<file path="config.mk">
export PLATFORM = sky130hd
export DESIGN_NAME = pc_fetch_ctrl
export DESIGN_NICKNAME = d
export VERILOG_FILES = /design/src/rtl/pc_fetch_ctrl.sv
export SDC_FILE = /design/constraint.sdc
export NUM_CORES = 1
export LEC_CHECK = 0
export BUFFER_PORTS_ARGS = -buffer_cell sky130_fd_sc_hd__clkbuf_2
export CAP_MARGIN = 20
export CORE_UTILIZATION = 30
export DETAILED_ROUTE_END_ITERATION = 8
export PLACE_DENSITY = 0.49
export SKIP_CTS_REPAIR_TIMING = 1
export SLEW_MARGIN = 20
export SYNTH_ARGS = -nofsm -noshare
export SYNTH_HDL_FRONTEND = slang
export SYNTH_SLANG_ARGS = --single-unit
</file>
<file path="constraint.sdc">
create_clock -name clk -period 4.7 [get_ports clk]
set_clock_uncertainty 0.2 [all_clocks]
set_input_delay 0.705 -clock clk [delete_from_list [all_inputs] [get_ports clk]]
set_output_delay 0.705 -clock clk [all_outputs]
set_load 0.01 [all_outputs]
</file>
<file path="src/rtl/pc_fetch_ctrl.sv">
// Fetch-stage sequencer: PC register, imem request, IF/ID register with skid.
// Applies EX redirects, raises flushes, and traps misaligned redirect targets.
module pc_fetch_ctrl #(
  parameter logic [31:0] RESET_PC = 32'h0000_0000,
  parameter logic [31:0] TRAP_VEC = 32'h0000_0100,
  parameter int          CNT_W    = 32
) (
  input  logic             clk,
  input  logic             rst_n,
  input  logic             stall,
  input  logic             ex_valid,
  input  logic             ex_is_branch,
  input  logic             ex_is_jal,
  input  logic             ex_is_jalr,
  input  logic             ex_br_taken,
  input  logic [31:0]      ex_br_pc,
  input  logic [31:0]      ex_pc,
  input  logic             imem_ready,
  input  logic [31:0]      imem_rdata,
  output logic             imem_req,
  output logic [31:0]      imem_addr,
  output logic             if_valid,
  output logic [31:0]      if_inst,
  output logic [31:0]      if_pc,
  output logic             flush_ifid,
  output logic             flush_idex,
  output logic             trap,
  output logic [31:0]      trap_epc,
  output logic [CNT_W-1:0] redirect_cnt
);

  localparam logic [31:0] NOP = 32'h0000_0013;

  typedef enum logic [1:0] {
    S_BOOT,
    S_FETCH,
    S_SKID,
    S_DRAIN
  } state_t;

  state_t      r_state;
  state_t      w_next;

  logic [31:0] r_pc;
  logic [31:0] r_redir_pc;
  logic [31:0] r_skid_inst;
  logic [31:0] r_skid_pc;

  logic        r_if_valid;
  logic [31:0] r_if_inst;
  logic [31:0] r_if_pc;

  logic        r_trap;
  logic [31:0] r_trap_epc;
  logic [CNT_W-1:0] r_cnt;

  logic        w_req;
  logic        w_redirect;
  logic        w_misal;
  logic [31:0] w_tgt;
  logic        w_accept;
  logic        w_wait;
  logic [31:0] w_pc_inc;

  assign w_redirect = ex_valid &
                      (ex_is_jal | ex_is_jalr |
                       (ex_is_branch & ex_br_taken));
  assign w_misal    = (ex_br_pc[1:0] != 2'b00);
  assign w_tgt      = w_misal ? TRAP_VEC : ex_br_pc;
  assign w_accept   = w_req & imem_ready;
  assign w_pc_inc   = r_pc + 32'd4;

  // A request in flight that memory has not answered must be drained
  // before the redirect target can be issued.
  assign w_wait = w_req & ~imem_ready &
                  ((r_state == S_FETCH) | (r_state == S_DRAIN));

  // State register
  always_ff @(posedge clk or negedge rst_n) begin
    if (!rst_n) begin
      r_state <= S_BOOT;
    end else begin
      r_state <= w_next;
    end
  end

  // Next-state logic; a redirect overrides every other transition
  always_comb begin
    w_next = r_state;
    if (w_redirect) begin
      w_next = w_wait ? S_DRAIN : S_FETCH;
    end else begin
      case (r_state)
        S_BOOT: begin
          w_next = S_FETCH;
        end
        S_FETCH: begin
          if (w_accept && stall) begin
            w_next = S_SKID;
          end
        end
        S_SKID: begin
          if (!stall) begin
            w_next = S_FETCH;
          end
        end
        S_DRAIN: begin
          if (imem_ready) begin
            w_next = S_FETCH;
          end
        end
        default: begin
          w_next = S_BOOT;
        end
      endcase
    end
  end

  // Request outputs; pc is held during DRAIN so it is also the drain address
  always_comb begin
    w_req      = 1'b0;
    imem_addr  = r_pc;
    flush_ifid = w_redirect;
    flush_idex = w_redirect;
    case (r_state)
      S_FETCH: w_req = 1'b1;
      S_DRAIN: w_req = 1'b1;
      default: w_req = 1'b0;
    endcase
    imem_req = w_req;
  end

  // PC and pending-redirect target
  always_ff @(posedge clk or negedge rst_n) begin
    if (!rst_n) begin
      r_pc       <= RESET_PC;
      r_redir_pc <= RESET_PC;
    end else if (w_redirect) begin
      if (w_wait) begin
        r_redir_pc <= w_tgt;
      end else begin
        r_pc <= w_tgt;
      end
    end else begin
      case (r_state)
        S_FETCH: begin
          if (w_accept) begin
            r_pc <= w_pc_inc;
          end
        end
        S_DRAIN: begin
          if (imem_ready) begin
            r_pc <= r_redir_pc;
          end
        end
        default: begin
          r_pc <= r_pc;
        end
      endcase
    end
  end

  // Skid buffer captures a word accepted while IF/ID is stalled
  always_ff @(posedge clk or negedge rst_n) begin
    if (!rst_n) begin
      r_skid_inst <= NOP;
      r_skid_pc   <= 32'h0;
    end else if ((r_state == S_FETCH) && w_accept && stall) begin
      r_skid_inst <= imem_rdata;
      r_skid_pc   <= r_pc;
    end
  end

  // IF/ID register: load on accept or skid release, bubble on a miss
  always_ff @(posedge clk or negedge rst_n) begin
    if (!rst_n) begin
      r_if_valid <= 1'b0;
      r_if_inst  <= NOP;
      r_if_pc    <= 32'h0;
    end else if (w_redirect) begin
      r_if_valid <= 1'b0;
    end else begin
      case (r_state)
        S_FETCH: begin
          if (!stall) begin
            if (w_accept) begin
              r_if_valid <= 1'b1;
              r_if_inst  <= imem_rdata;
              r_if_pc    <= r_pc;
            end else begin
              r_if_valid <= 1'b0;
            end
          end
        end
        S_SKID: begin
          if (!stall) begin
            r_if_valid <= 1'b1;
            r_if_inst  <= r_skid_inst;
            r_if_pc    <= r_skid_pc;
          end
        end
        S_DRAIN: begin
          r_if_valid <= 1'b0;
        end
        default: begin
          r_if_valid <= r_if_valid;
        end
      endcase
    end
  end

  // Misaligned-target trap pulse, one cycle after the redirect
  always_ff @(posedge clk or negedge rst_n) begin
    if (!rst_n) begin
      r_trap     <= 1'b0;
      r_trap_epc <= 32'h0;
    end else begin
      r_trap <= w_redirect & w_misal;
      if (w_redirect && w_misal) begin
        r_trap_epc <= ex_pc;
      end
    end
  end

  // Applied-redirect counter, wraps naturally
  always_ff @(posedge clk or negedge rst_n) begin
    if (!rst_n) begin
      r_cnt <= '0;
    end else if (w_redirect) begin
      r_cnt <= r_cnt + {{(CNT_W-1){1'b0}}, 1'b1};
    end
  end

  assign if_valid     = r_if_valid;
  assign if_inst      = r_if_inst;
  assign if_pc        = r_if_pc;
  assign trap         = r_trap;
  assign trap_epc     = r_trap_epc;
  assign redirect_cnt = r_cnt;

endmodule

</file>
After elaboration in Yosys (flattened, before gate mapping)
Cells that the tools add are included.
Widths: inputs -> output; s select.

storage, ports and cells
  bits in registers = 260
  bits of input ports = 105
  word-level logic and storage cells = 77

cells by class
  add/sub/neg operators = 2
  equality and inequality tests = 12
  multiplexer cells = 26
  bitwise operators = 11
  reductions and logical operators = 15

operators by type and width
  operator               count
  $mux 32                11
  $pmux 32 s2            3
  $add 32x1->32 const B  1
  $add 32x3->32 const B  1
  $ne 3x3->1 const B     4
  $mux 2                 5
  $ne 2x2->1 const B     4
  $pmux 2 s4             1
  $and 1x1->1            6
  $reduce_and 3->1       2
  $mux 1                 5
  $reduce_and 5->1       1
  $eq 2x2->1 const B     2
  $logic_and 1x1->1      4
  $reduce_and 4->1       1
  $reduce_bool 2->1      2
  $reduce_bool 4->1      1
  $ne 3x2->1 const B     1
  $or 1x1->1             3
  $pmux 1 s3             1
  $reduce_bool 3->1      1
  $eq 2x1->1 const B     1
  $logic_not 2->1        1
  $not 1->1              2
  other kinds (2)        2

Logic depth before layout (Yosys ltp)
Gate-level depths: netlist (run 1).

  word-level depth = 8
  mapped depth = 10

Worst setup path after synthesis (run 1)
No wires, ideal clock.

  path kind = input port to output port
  from = input port ex_is_branch
  to = output port flush_ifid
  arrival = 1960 ps
  slack = 1835 ps
  stages = 6
  path buffers = 3
  cells stage by stage = a211o_1 -> nand2_1 -> inv_2 -> clkbuf_1 -> clkbuf_1 -> buf_4

between the ends
  word-level cells in the longest chain between the ends = 3

ends and longest elaborated chain
  item             RTL line  text
  start, declared  12        input logic ex_is_branch,
  $and 1x1->1      67        (ex_is_branch & ex_br_taken));
  $or 1x1->1       66        (ex_is_jal | ex_is_jalr |
  $and 1x1->1      65        assign w_redirect = ex_valid &
  end, declared    25        output logic flush_ifid,

Every way passes these cells.

Worst setup path after layout (run 1)
  from = register r_state[1]
  to = output port imem_req

between the ends
  word-level cells in the longest chain between the ends = 3

ends and longest elaborated chain
  item                                             RTL line  text
  start, declared                                  41        state_t r_state;
  start signal, assigned                           83        r_state <= w_next;
  $eq 2x1->1 / $eq 2x2->1 (equally long branches)  125       case (r_state)
  $reduce_or 2->1 (no source line) *               n/a
  $mux 1 *                                         125
  end, declared                                    20        output logic imem_req,

Mark *: on every way between the ends. The rest lies on a longest branch, timed or not.

==> impl_metrics.ini, run 1 <==
[critical_path]
crit_slowest_cell = nor2_1
required_ns = 3.80
cp_max_fo = 15
cpPeakStageDelay_ns = 0.53
start_kind = register
worstPathArrival_ns = 2.33
crit_chain = ha_1, nor2_1, inv_1, clkbuf_2
crit_type = register to primary output
timing.critical_path.buf_inv = 2
rrSetupSlack_ns = 1.60
critical_path.endpoint_type = primary output
cp_top_family = simple AND/OR/NAND/NOR gates

[pwr]
cellInternalPower_mw = 5.923
swShare = 0.3526
clock_power_share = 0.281
seq_power_share = 0.407
powerDensity_nw_per_um2 = 621.3
irDropWorstVdd_uv = 297.9
p_comb_frac = 0.312
total_power_mw = 9.149
switchingPower_mw = 3.226
leakagePower_nw = 6.590

[logic_synthesis]
async_flop_share = 1.000
ys_seq_area_frac = 0.5581
yosys-top-cells-count = dfrtp_1 (254), nand2_1 (110), nor2_1 (94), mux2_2 (93), a21oi_1 (83)
synth_fp_nets = 1173
synth_area_leaders = dfrtp_1 (54%), mux2_2 (9.0%), mux2i_1 (5.8%), a21oi_1 (3.6%), nand2_1 (3.5%)
ys_ff_latch = 260
yosys.area.top_type_share = 0.5446
synth_cell_types = 59
ys.flop_type = dfrtp_1
synth_cells = 1063
syn_area_per_cell_sq_um = 10.98
synth_area_sq_um = 11670
yosysMostFrequentCell = dfrtp_1
yosys_warnings = 0
synth_area_leader_cell = dfrtp_1
synth_edf_count = 0

[layout]
syn2layout_area_growth_pct = 26.18
final_net_count = 1425
final_core_util = 0.3882
stdcell_area_sq_um = 14730
layout-drive-gt1-share = 0.3391

[run]
maxCapViolations = 0

[placed_design]
numPortBuffers = 269
routabilityCongestion = 0.7714
dpl.hpwl_microns = 22550
post_dp_cell_area_sq_um = 13620

[min_path]
hold_class = input port to asynchronous set/reset pin

[timing]
holdWs_ns = -0.01397
worst_slew_pin_slew_ns = 0.9539
setup_violations = 0
max_freq_mhz = 309.5
post-route-min-period_ns = 3.231
finalSetupTns_ns = 0
hold_viol_final = 4
rsz0062_at_grt = false
fin_crit_sh = 0.6874
maxSlewHeadroom = 0.3626
slew_viol_final = 0

[floorplanning]
start_util = 0.3077
io_pins = 270
die-height_microns = 199.2
core_area_sq_um = 37930
die_area_sq_um = 39700
rows = 71
die_width_microns = 199.2

[detailed_routing]
via_per_inst = 4.798
antenna_left = 0
drt_iter0_drc = 364
totalWireLength_microns = 32520
drc_errors = 0
wl_per_cell_microns = 17.57
first_pass_iters = 5
vias = 8882

[clock_network]
clock_path_buffers = 3
root_buffer = clkbuf_16
cts_tree = built
clkSinkCount = 260
cts-buffers-inserted = 31
insertion_delay_ns = 0.56
clk_pin_slew_ns = 0.06
h-tree-depth = 1

[run_status]
outcome = complete, but fails checks
violations = hold timing

[global_route]
grt_max_degree = 129
overflow = 0
grt_usage = 0.1626
antenna_found_initial = 4
grt_pass1_vias = 8790
grt_pass1_wl_microns = 50540
-- stage by stage --
stage               instances  worst slack [ns]
detailed placement       1793             1.385
CTS                      1850             1.483
global route             1851             1.385
global placement         1791             1.423
floorplan                1063             1.835
finish                   1851             1.469
-- routing by layer --
metal,global-route usage,wire [microns],vias up
li1,-,-,4266
met4,0.03932,694,6
met3,0.04253,2161,54
met1,0.2194,14900,4295
met2,0.2585,14720,261
met5,0,43,-
-- worst paths after layout --
path / start / end / cells after the start
worst max-delay path: r_state[1]$_DFFE_PN0P_ / imem_req / 4
min in group clk: ex_pc[12] / trap_epc[12]$_DFFE_PN0P_ / 2
max in group asynchronous: rst_n / if_pc[10]$_DFFE_PN0P_ / 2
worst max register to register: r_state[1]$_DFFE_PN0P_ / imem_addr[16]$_DFFE_PN0P_ / 6
worst min-delay path: rst_n / if_inst[31]$_DFFE_PN0P_ / 1
worst min register to register: r_redir_pc[20]$_DFFE_PN0P_ / r_redir_pc[20]$_DFFE_PN0P_ / 2
-- registers in the layout (all words and copies together), names as in the netlist --
| name | cells |
|---|---|
| r_skid_inst | 32 |
| if_pc | 32 |
| if_valid | 1 |
| redirect_cnt | 32 |
| if_inst | 32 |
| r_skid_pc | 32 |
| trap_epc | 32 |
| r_redir_pc | 32 |
| r_state | 2 |
| trap | 1 |
| imem_addr | 32 |
-- cells by family (layout without fill, tap and decap cells) --
logic type	after synthesis	in the layout	share of synthesized area
simple gates	298	298	0.1180
flops	260	260	0.5581
other cells	0	1	0
xor+xnor	48	48	0.03602
mux	161	161	0.1480
buf+inv	86	362	0.02991
compound gates	205	205	0.1045
fa+ha+maj	5	5	0.005360
-- cell type report --
type / count / area, sq um
Clock buffer: 47 / 955.9
Inverter: 17 / 63.81
Tap cell: 511 / 639.4
Multi-Input combinational cell: 717 / 4852
Fill cell: 3874 / 23210
Antenna cell: 1 / 2.502
Timing Repair Buffer: 288 / 1549
Clock inverter: 10 / 150.1
Sequential cell: 260 / 6514
-- power by group through the flow --
stage | registers, mW | clock network [mW] | logic [mW]
final | 3.72 | 2.57 | 2.85
after global routing | 3.86 | 2.73 | 3.20
after CTS | 3.73 | 2.65 | 2.91
after detailed placement | 3.77 | 0 | 2.90
after global placement | 3.73 | 0 | 2.86
after floorplan | 3.78 | 0 | 1.66
-- layout by cell type (no fill, tap or decap), types with 3 or more instances in the layout --
cell type    n
o21ai_0     50
a211oi_1     3
nor4_1       4
clkbuf_2   268
dfstp_2      6
a32oi_1     10
a31oi_1      7
clkinv_2     6
inv_1       14
clkbuf_16   31
bufinv_16    4
nor2_1      92
o21ai_1     11
buf_4       15
mux2i_1     68
nor3_1      11
dfrtp_1    254
buf_12       4
clkbuf_8    12
a21oi_1     82
xnor2_1     32
ha_1         4
o211ai_1    10
a211o_1      4
nand2_1    110
a22o_1       4
a221oi_1     3
a21o_1       3
nand4_1     12
and3_1       7
mux2_2      93
and4_1       8
nand3_1     27
clkbuf_1     4
xor2_1      16
and2_1       9
(Power assumes the default switching activity.)
==> run 2: changes to the inputs <==
clock period = 3.38 ns   (was 4.7 ns; I/O delays follow)
==> run 2 against run 1 <==
Net effect:
- the run still ends with hold timing left
- via count is 2.2% higher
- first-iteration DRC count shrank 4.1%
- utilization increased by 1.8 points
- combinational power grew 45%
- critical endpoint unchanged
- largest cell class unchanged
==> impl_metrics.ini, run 2 (synthesis results as in run 1) <==
[detailed_routing]
vias = 9081
wl_per_cell_microns = 17.32
totalWireLength_microns = 33430
via_per_inst = 4.705
drt_iter0_drc = 349
first_pass_iters = 5
antenna_left = 0
drc_errors = 0

[layout]
multi_input_area_sq_um = 4852
layout-drive-gt1-share = 0.3237
final_common_cell = clkbuf_2
seqCellArea_sq_um = 6514
fillers = 3783
final_net_count = 1505
syn2layout_area_growth_pct = 31.95
instances_no_fill = 1930
stdcell_area_sq_um = 15400
layout_common_cells = clkbuf_2 (268), dfrtp_1 (254), nand2_1 (110)

[floorplanning]
rows = 71
io_pins = 270
die-height_microns = 199.2
die_width_microns = 199.2
core_area_sq_um = 37930
start_util = 0.3077
die_area_sq_um = 39700

[timing]
max_freq_mhz = 356.4
fin_crit_sh = 0.8302
post-route-min-period_ns = 2.806
maxSlewHeadroom = 0.3594
rsz0062_at_grt = false
finalSetupTns_ns = 0
slew_viol_final = 0
holdWs_ns = -0.01438
worst_slew_pin_slew_ns = 0.9551
setup_violations = 0
hold_viol_final = 3

[clock_network]
clock_path_buffers = 3
h-tree-depth = 1
insertion_delay_ns = 0.56
cts_tree = built
root_buffer = clkbuf_16
clkSinkCount = 260
clk_pin_slew_ns = 0.06
cts-buffers-inserted = 31

[global_route]
grt_pass1_vias = 8877
grt_max_degree = 89
overflow = 0
antenna_found_initial = 4
grt_usage = 0.1665
grt_pass1_wl_microns = 51320

[critical_path]
required_ns = 2.67
cpPeakStageDelay_ns = 0.46
start_kind = register
crit_slowest_cell = dfrtp_1
critical_path.endpoint_type = primary output
worstPathArrival_ns = 2.10
crit_type = register to primary output
crit_chain = inv_1, ha_1, nor2_1, inv_1, clkbuf_2
cp_max_fo = 9
cp_common_cell = inv_1

[placed_design]
place_inst = 1804
post_dp_cell_area_sq_um = 13740
routabilityCongestion = 0.7532
dpl.hpwl_microns = 23240
numPortBuffers = 269

[pwr]
powerDensity_nw_per_um2 = 810.3
irDropWorstVdd_uv = 371.6
leakagePower_nw = 6.876

[run]
maxCapViolations = 0

[min_path]
hold_class = input port to register

[run_status]
violations = hold timing
outcome = complete, but fails checks
[run 2: cell type report]
| class | count | area share |
|---|---|---|
| antenna | 1 | 0.0001625 |
| clock buffer | 49 | 0.06061 |
| clock inverter | 7 | 0.002275 |
| inverter | 17 | 0.004144 |
| multi-input combinational | 717 | 0.3151 |
| sequential | 260 | 0.4230 |
| tap | 511 | 0.04152 |
| timing repair buffer | 368 | 0.1532 |
[run 2: through the flow]
step	utilization	setup slack (ns)	power, mW
2_1_floorplan	-	0.9107	7.554
3_3_place_gp	0.3622	0.6273	9.257
3_5_place_dp	0.3622	0.6448	9.357
4_1_cts	0.3877	0.5321	12.62
5_1_grt	0.4059	0.4417	13.37
6_report	0.4060	0.5741	12.48
[run 2: metal layers]
| metal | GRT usage | up-vias | share of wire |
|---|---|---|---|
| met5 | 0 | - | 0.0012 |
| met3 | 0.04489 | 52 | 0.067 |
| met2 | 0.2643 | 269 | 0.45 |
| met4 | 0.04929 | 6 | 0.022 |
| li1 | - | 4415 | - |
| met1 | 0.2208 | 4339 | 0.46 |
[run 2: final timing paths]
kind                       cells past startpoint                       from  slack [ns]                        end
max in group asynchronous                      3                      rst_n        1.76   trap_epc[16]$_DFFE_PN0P_
max reg2reg                                    5  imem_addr[10]$_DFFE_PN0P_        0.82  imem_addr[31]$_DFFE_PN0P_
min                                            3                ex_br_pc[5]       -0.01  r_redir_pc[5]$_DFFE_PN0P_
min in group asynchronous                      2                      rst_n        0.35    if_inst[21]$_DFFE_PN0P_
min reg2reg                                    2  r_redir_pc[9]$_DFFE_PN0P_        0.27  r_redir_pc[9]$_DFFE_PN0P_
max                                            5     r_state[1]$_DFFE_PN0P_        0.57                   imem_req
[run 2: worst max-delay path, delay by kind of cell, from the launching register on]
family                   cells  cell delay (ns)
flip-flops                   1             0.46
adder cells (fa/ha/maj)      1             0.30
AND/OR/NAND/NOR              1             0.40
buffers and inverters        3             0.39
[run 2: report_power, final]
part | internal, mW | total (mW) | switching, mW
combinational | 1.85 | 4.13 | 2.27
sequential | 4.27 | 5.17 | 0.908
clock | 1.87 | 3.18 | 1.31
